File: config.mk
export PLATFORM = sky130hd
export DESIGN_NAME = tmds_encoder_dvi
export DESIGN_NICKNAME = d
export VERILOG_FILES = /design/src/rtl/tmds_encoder_dvi.sv
export SDC_FILE = /design/constraint.sdc
export NUM_CORES = 1
export LEC_CHECK = 0
export CORE_MARGIN = 3
export CORE_UTILIZATION = 40
export CTS_BUF_LIST = sky130_fd_sc_hd__clkbuf_4 sky130_fd_sc_hd__clkbuf_8 sky130_fd_sc_hd__clkbuf_16
export CTS_CLUSTER_SIZE = 40
export DETAILED_ROUTE_END_ITERATION = 10
export PLACE_DENSITY = 0.57
export SYNTH_ARGS = -nofsm -noshare
export SYNTH_HDL_FRONTEND = slang
export SYNTH_SLANG_ARGS = --single-unit
File: constraint.sdc
create_clock -name clk_pix -period 9.6 [get_ports clk_pix]
set_input_delay 0.96 -clock clk_pix [delete_from_list [all_inputs] [get_ports clk_pix]]
set_output_delay 0.96 -clock clk_pix [all_outputs]
set_load 0.05 [all_outputs]
File: src/rtl/tmds_encoder_dvi.sv
// Single-channel DVI TMDS 8b/10b encoder: transition minimisation, then DC balance.
// Optional macro TMDS_PIPELINE_EN adds an input register stage (latency 3 instead of 2).
module tmds_encoder_dvi #(
   parameter int unsigned CNT_W = 5
) (
   input  logic       clk_pix,
   input  logic       rst_pix,
   input  logic [7:0] data_in,
   input  logic [1:0] ctrl_in,
   input  logic       de_in,
   output logic [9:0] tmds_out
);

   localparam logic [9:0] SYM_C00 = 10'h354;
   localparam logic [9:0] SYM_C01 = 10'h0AB;
   localparam logic [9:0] SYM_C10 = 10'h154;
   localparam logic [9:0] SYM_C11 = 10'h2AB;

   logic [7:0] data_p;
   logic [1:0] ctrl_p;
   logic       de_p;

`ifdef TMDS_PIPELINE_EN
   // Input capture; resets to blanking so the output holds the 00 control symbol.
   always_ff @(posedge clk_pix) begin
      if (rst_pix) begin
         data_p <= '0;
         ctrl_p <= '0;
         de_p   <= 1'b0;
      end else begin
         data_p <= data_in;
         ctrl_p <= ctrl_in;
         de_p   <= de_in;
      end
   end
`else
   always_comb begin
      data_p = data_in;
      ctrl_p = ctrl_in;
      de_p   = de_in;
   end
`endif

   // Stage 1: choose XOR or XNOR chain to minimise transitions.
   logic [3:0] n1d;
   logic       use_xnor;
   logic [8:0] q_m_c;

   always_comb begin
      n1d = '0;
      for (int i = 0; i < 8; i++) n1d = n1d + 4'(data_p[i]);
      use_xnor = (n1d > 4'd4) || ((n1d == 4'd4) && !data_p[0]);
      q_m_c    = '0;
      q_m_c[0] = data_p[0];
      for (int i = 1; i < 8; i++)
         q_m_c[i] = use_xnor ? ~(q_m_c[i-1] ^ data_p[i]) : (q_m_c[i-1] ^ data_p[i]);
      q_m_c[8] = ~use_xnor;
   end

   logic [8:0] q_m;
   logic       de_s1;
   logic [1:0] ctrl_s1;

   always_ff @(posedge clk_pix) begin
      if (rst_pix) begin
         q_m     <= '0;
         de_s1   <= 1'b0;
         ctrl_s1 <= '0;
      end else begin
         q_m     <= q_m_c;
         de_s1   <= de_p;
         ctrl_s1 <= ctrl_p;
      end
   end

   // Stage 2: invert or pass the data byte to steer the running disparity toward zero.
   logic [3:0]              n1;
   logic signed [CNT_W-1:0] n1_s;
   logic signed [CNT_W-1:0] n0_s;
   logic signed [CNT_W-1:0] qm8_x2;
   logic signed [CNT_W-1:0] nqm8_x2;
   logic signed [CNT_W-1:0] cnt;
   logic signed [CNT_W-1:0] cnt_nxt;
   logic                    cnt_pos;
   logic                    cnt_neg;
   logic [9:0]              tmds_nxt;

   always_comb begin
      n1 = '0;
      for (int i = 0; i < 8; i++) n1 = n1 + 4'(q_m[i]);
      n1_s     = $signed(CNT_W'(n1));
      n0_s     = $signed(CNT_W'(4'd8 - n1));
      qm8_x2   = q_m[8] ? $signed(CNT_W'(2)) : '0;
      nqm8_x2  = q_m[8] ? '0 : $signed(CNT_W'(2));
      cnt_neg  = cnt[CNT_W-1];
      cnt_pos  = !cnt[CNT_W-1] && (cnt != '0);
      tmds_nxt = SYM_C00;
      cnt_nxt  = cnt;
      if (!de_s1) begin
         case (ctrl_s1)
            2'b00:   tmds_nxt = SYM_C00;
            2'b01:   tmds_nxt = SYM_C01;
            2'b10:   tmds_nxt = SYM_C10;
            default: tmds_nxt = SYM_C11;
         endcase
         cnt_nxt = '0;
      end else if ((cnt == '0) || (n1 == 4'd4)) begin
         tmds_nxt = {~q_m[8], q_m[8], q_m[8] ? q_m[7:0] : ~q_m[7:0]};
         cnt_nxt  = q_m[8] ? (cnt + (n1_s - n0_s)) : (cnt + (n0_s - n1_s));
      end else if ((cnt_pos && (n1 > 4'd4)) || (cnt_neg && (n1 < 4'd4))) begin
         tmds_nxt = {1'b1, q_m[8], ~q_m[7:0]};
         cnt_nxt  = cnt + qm8_x2 + (n0_s - n1_s);
      end else begin
         tmds_nxt = {1'b0, q_m[8], q_m[7:0]};
         cnt_nxt  = cnt + (n1_s - n0_s) - nqm8_x2;
      end
   end

   always_ff @(posedge clk_pix) begin
      if (rst_pix) begin
         tmds_out <= SYM_C00;
         cnt      <= '0;
      end else begin
         tmds_out <= tmds_nxt;
         cnt      <= cnt_nxt;
      end
   end

endmodule

==> flow_summary.rst <==
.. list-table::
   :header-rows: 1

   * - Metric
     - Value
   * - Result of the run
     - completed
   * - Met2 global-route usage
     - 21.4%
   * - Commonest register cell after synthesis
     - sky130_fd_sc_hd__dfxtp_1
   * - GR Layer Usage met3
     - 1.92%
   * - Peak-usage layer in the global routing report
     - met2
   * - ANT nets after route
     - 0
   * - Area of the die
     - 6390 um2
   * - Wire length per cell
     - 11.9 um
   * - Critical path startpoint category
     - flip-flop
   * - Worst Path Arrival
     - 5.21 ns
   * - Post-Syn Instances
     - 237
   * - Die boundary width
     - 79.9 um
   * - Unrepaired setup endpoints after global routing
     - no
   * - Post-CTS resize count
     - 0
   * - Req. time, crit path
     - 9.79 ns
   * - Final global-route overflow total
     - 0
   * - Hold Fails Final Rpt
     - 0
   * - Post-CTS repair timing setup buffer count
     - 0
   * - GRT met1 Usage
     - 19.9%
   * - Post-route worst hold slack
     - 0.563 ns
   * - Weighted congestion reported at the end of routability-driven placement
     - 0.813
   * - Core Area
     - 5200 um2
   * - Total iterations of the first detailed-routing run
     - 4
   * - Relative area change from synthesis to final layout
     - 15.2%
   * - Clock tree from TritonCTS
     - yes
   * - Clock Skews
     - 0.00390 ns
   * - Vias after detailed routing
     - 1,571
   * - Global router's overall resource usage
     - 13.6%
   * - DRT Wirelength
     - 3900 um
   * - Chip Height
     - 79.9 um
   * - Total clock buffers created by CTS
     - 3
   * - Worst Path Class, Setup
     - reg -> reg
   * - Std cell rows
     - 26
   * - Setup TNS
     - 0 ns
   * - Syn. warnings
     - 0
   * - Crit end category
     - flip-flop
   * - # port buffers
     - 22
   * - Utilization of the core after routing
     - 48.4%
   * - DRT iter0 DRCs
     - 63
   * - Synth Cell Area
     - 2190 um2
   * - Actual transition at the worst max-transition pin
     - 0.613 ns
   * - Initial core utilization
     - 42.0%
   * - Sequential-to-total area share from yosys stat
     - 24.7%
   * - Final clock period utilization by the worst path
     - 52.2%
   * - Initial antenna violation count
     - 0
   * - First-pass GRT wire length
     - 7000 um
   * - Number of max-slew violations in the final report
     - 0
   * - Max H-tree Level
     - 1
   * - Clock period minus final worst setup slack
     - 5.01 ns
   * - Via count of the first global-routing pass
     - 1,518
   * - Synth cell types
     - 44
   * - Number of maximum-capacitance constraint violations
     - 0
   * - Relative slew margins
     - 59.0%
   * - N_diodes
     - 0
   * - Number of flops mapped to enable cells by yosys
     - 0
   * - Number of ports placed on the die boundary
     - 23
   * - Total number of nets in the final design
     - 307
   * - RR Startpoint
     - q_m[0]
   * - Post-synthesis average cell area
     - 9.23 um2
   * - Crit path from
     - q_m[0]
   * - Highest fanout seen on the critical path
     - 5
   * - DR vias/cell
     - 4.79
   * - DR DRC count
     - 0
   * - Path class of the lowest-slack min-delay path
     - reg -> reg
   * - Pin count of the biggest net entering global routing
     - 19
   * - Proportion of layout cells with a drive suffix above 1
     - 6.98%
   * - Clk slew on worst S/H paths
     - 0.10 ns
   * - Clock latency reported for the late side of the worst-skew pair
     - 0.27 ns
   * - Fraction of registers with async set/reset
     - 0%
   * - Hold buffer count at cts
     - 0
   * - Highest achievable clock rate
     - 0.199 GHz
   * - Flip-flop and latch count after synthesis
     - 27
   * - CTS Buffer Depth
     - 2
   * - Cell chosen for the clock root
     - sky130_fd_sc_hd__clkbuf_8
   * - Post-synthesis net count
     - 285
   * - Total of endpoints with negative setup slack in the final report
     - 0
   * - Detail Placement HPWL
     - 3230 um
   * - Sinks on the clock net
     - 27
-- cell usage in the layout, fill, tap and decap left out, types with 8 or more instances in the layout --
| cell | instances |
|---|---|
| sky130_fd_sc_hd__nor2b_1 | 8 |
| sky130_fd_sc_hd__inv_1 | 35 |
| sky130_fd_sc_hd__fa_1 | 12 |
| sky130_fd_sc_hd__nor2_1 | 13 |
| sky130_fd_sc_hd__nand2_1 | 12 |
| sky130_fd_sc_hd__a21oi_1 | 20 |
| sky130_fd_sc_hd__xnor2_1 | 22 |
| sky130_fd_sc_hd__dfxtp_1 | 27 |
| sky130_fd_sc_hd__clkdlybuf4s50_1 | 22 |
| sky130_fd_sc_hd__ha_1 | 23 |
-- metal layers --
layer / part of all wire [%] / wire, um
met4: 0.87 / 34
met3: 3.1 / 119
met1: 51 / 2000
met2: 45 / 1750
met5: 0 / 0
-- cells by family after synthesis --
kind of cell             synth area share [%]
AO/OA/AOI/OAI                            12.3
XOR/XNOR                                 15.5
adder cells (fa/ha/maj)                  24.1
buffers and inverters                    7.55
flip-flops                               24.7
multiplexers                             3.43
AND/OR/NAND/NOR                          12.4
-- cells in the mapped netlist (all sizes together) (4+ instances only) --
cell | n | area, um2
fa | 12 | 240
dfxtp | 27 | 541
ha | 23 | 288
buf | 4 | 26.3
xor2 | 7 | 68.8
a21oi | 20 | 100
o21ai | 8 | 40.0
xnor2 | 24 | 225
mux2i | 6 | 60.1
nor2b | 8 | 50.1
nand2 | 12 | 45.0
nor2 | 13 | 48.8
inv | 35 | 131
-- worst max-delay path, stage by stage, from the launching register on --
cell                       delay (ns)
sky130_fd_sc_hd__dfxtp_1         0.32
sky130_fd_sc_hd__inv_1           0.06
sky130_fd_sc_hd__fa_1            0.55
sky130_fd_sc_hd__fa_1            0.43
sky130_fd_sc_hd__fa_1            0.49
sky130_fd_sc_hd__inv_1           0.04
sky130_fd_sc_hd__ha_1            0.20
sky130_fd_sc_hd__inv_1           0.07
sky130_fd_sc_hd__fa_1            0.46
sky130_fd_sc_hd__xnor2_1         0.32
sky130_fd_sc_hd__ha_1            0.31
sky130_fd_sc_hd__ha_1            0.22
sky130_fd_sc_hd__fa_1            0.39
sky130_fd_sc_hd__xnor2_1         0.35
sky130_fd_sc_hd__nand4_1         0.14
sky130_fd_sc_hd__a21oi_1         0.17
sky130_fd_sc_hd__a41o_1          0.11
sky130_fd_sc_hd__a21oi_1         0.05
sky130_fd_sc_hd__a221oi_2        0.24
-- sequential cells by signal, summed over array words and instances, names as in the netlist, named ones only --
name / cells
de_s1: 1
cnt: 4
tmds_out: 10
ctrl_s1: 2
q_m: 9
-- worst paths after layout --
| path | depth (start not counted) | slack [ns] | end |
|---|---|---|---|
| max reg2reg | 18 | 4.59 | cnt[4] |
| min | 2 | 0.56 | flip-flop |
| max | 18 | 4.59 | cnt[4] |
| min reg2reg | 2 | 0.56 | flip-flop |
-- cell type report --
class | instances | area, um2
clock buffer | 3 | 41.3
clock inverter | 1 | 8.76
fill | 527 | 2690
inverter | 35 | 131
multi-input combinational | 169 | 1480
sequential | 27 | 541
tap | 70 | 87.6
timing repair buffer | 23 | 228
-- per-stage QoR --
stage	setup WS [ns]	std cells	cell area, um2
CTS	4.58	328	2520
global route	4.23	328	2520
global placement	4.40	324	2470
floorplan	4.95	237	2190
finish	4.59	328	2520
detailed placement	4.39	324	2470
Power is not shown: default switching activity piles up to over one toggle a cycle in this logic, so the estimate is an artifact.
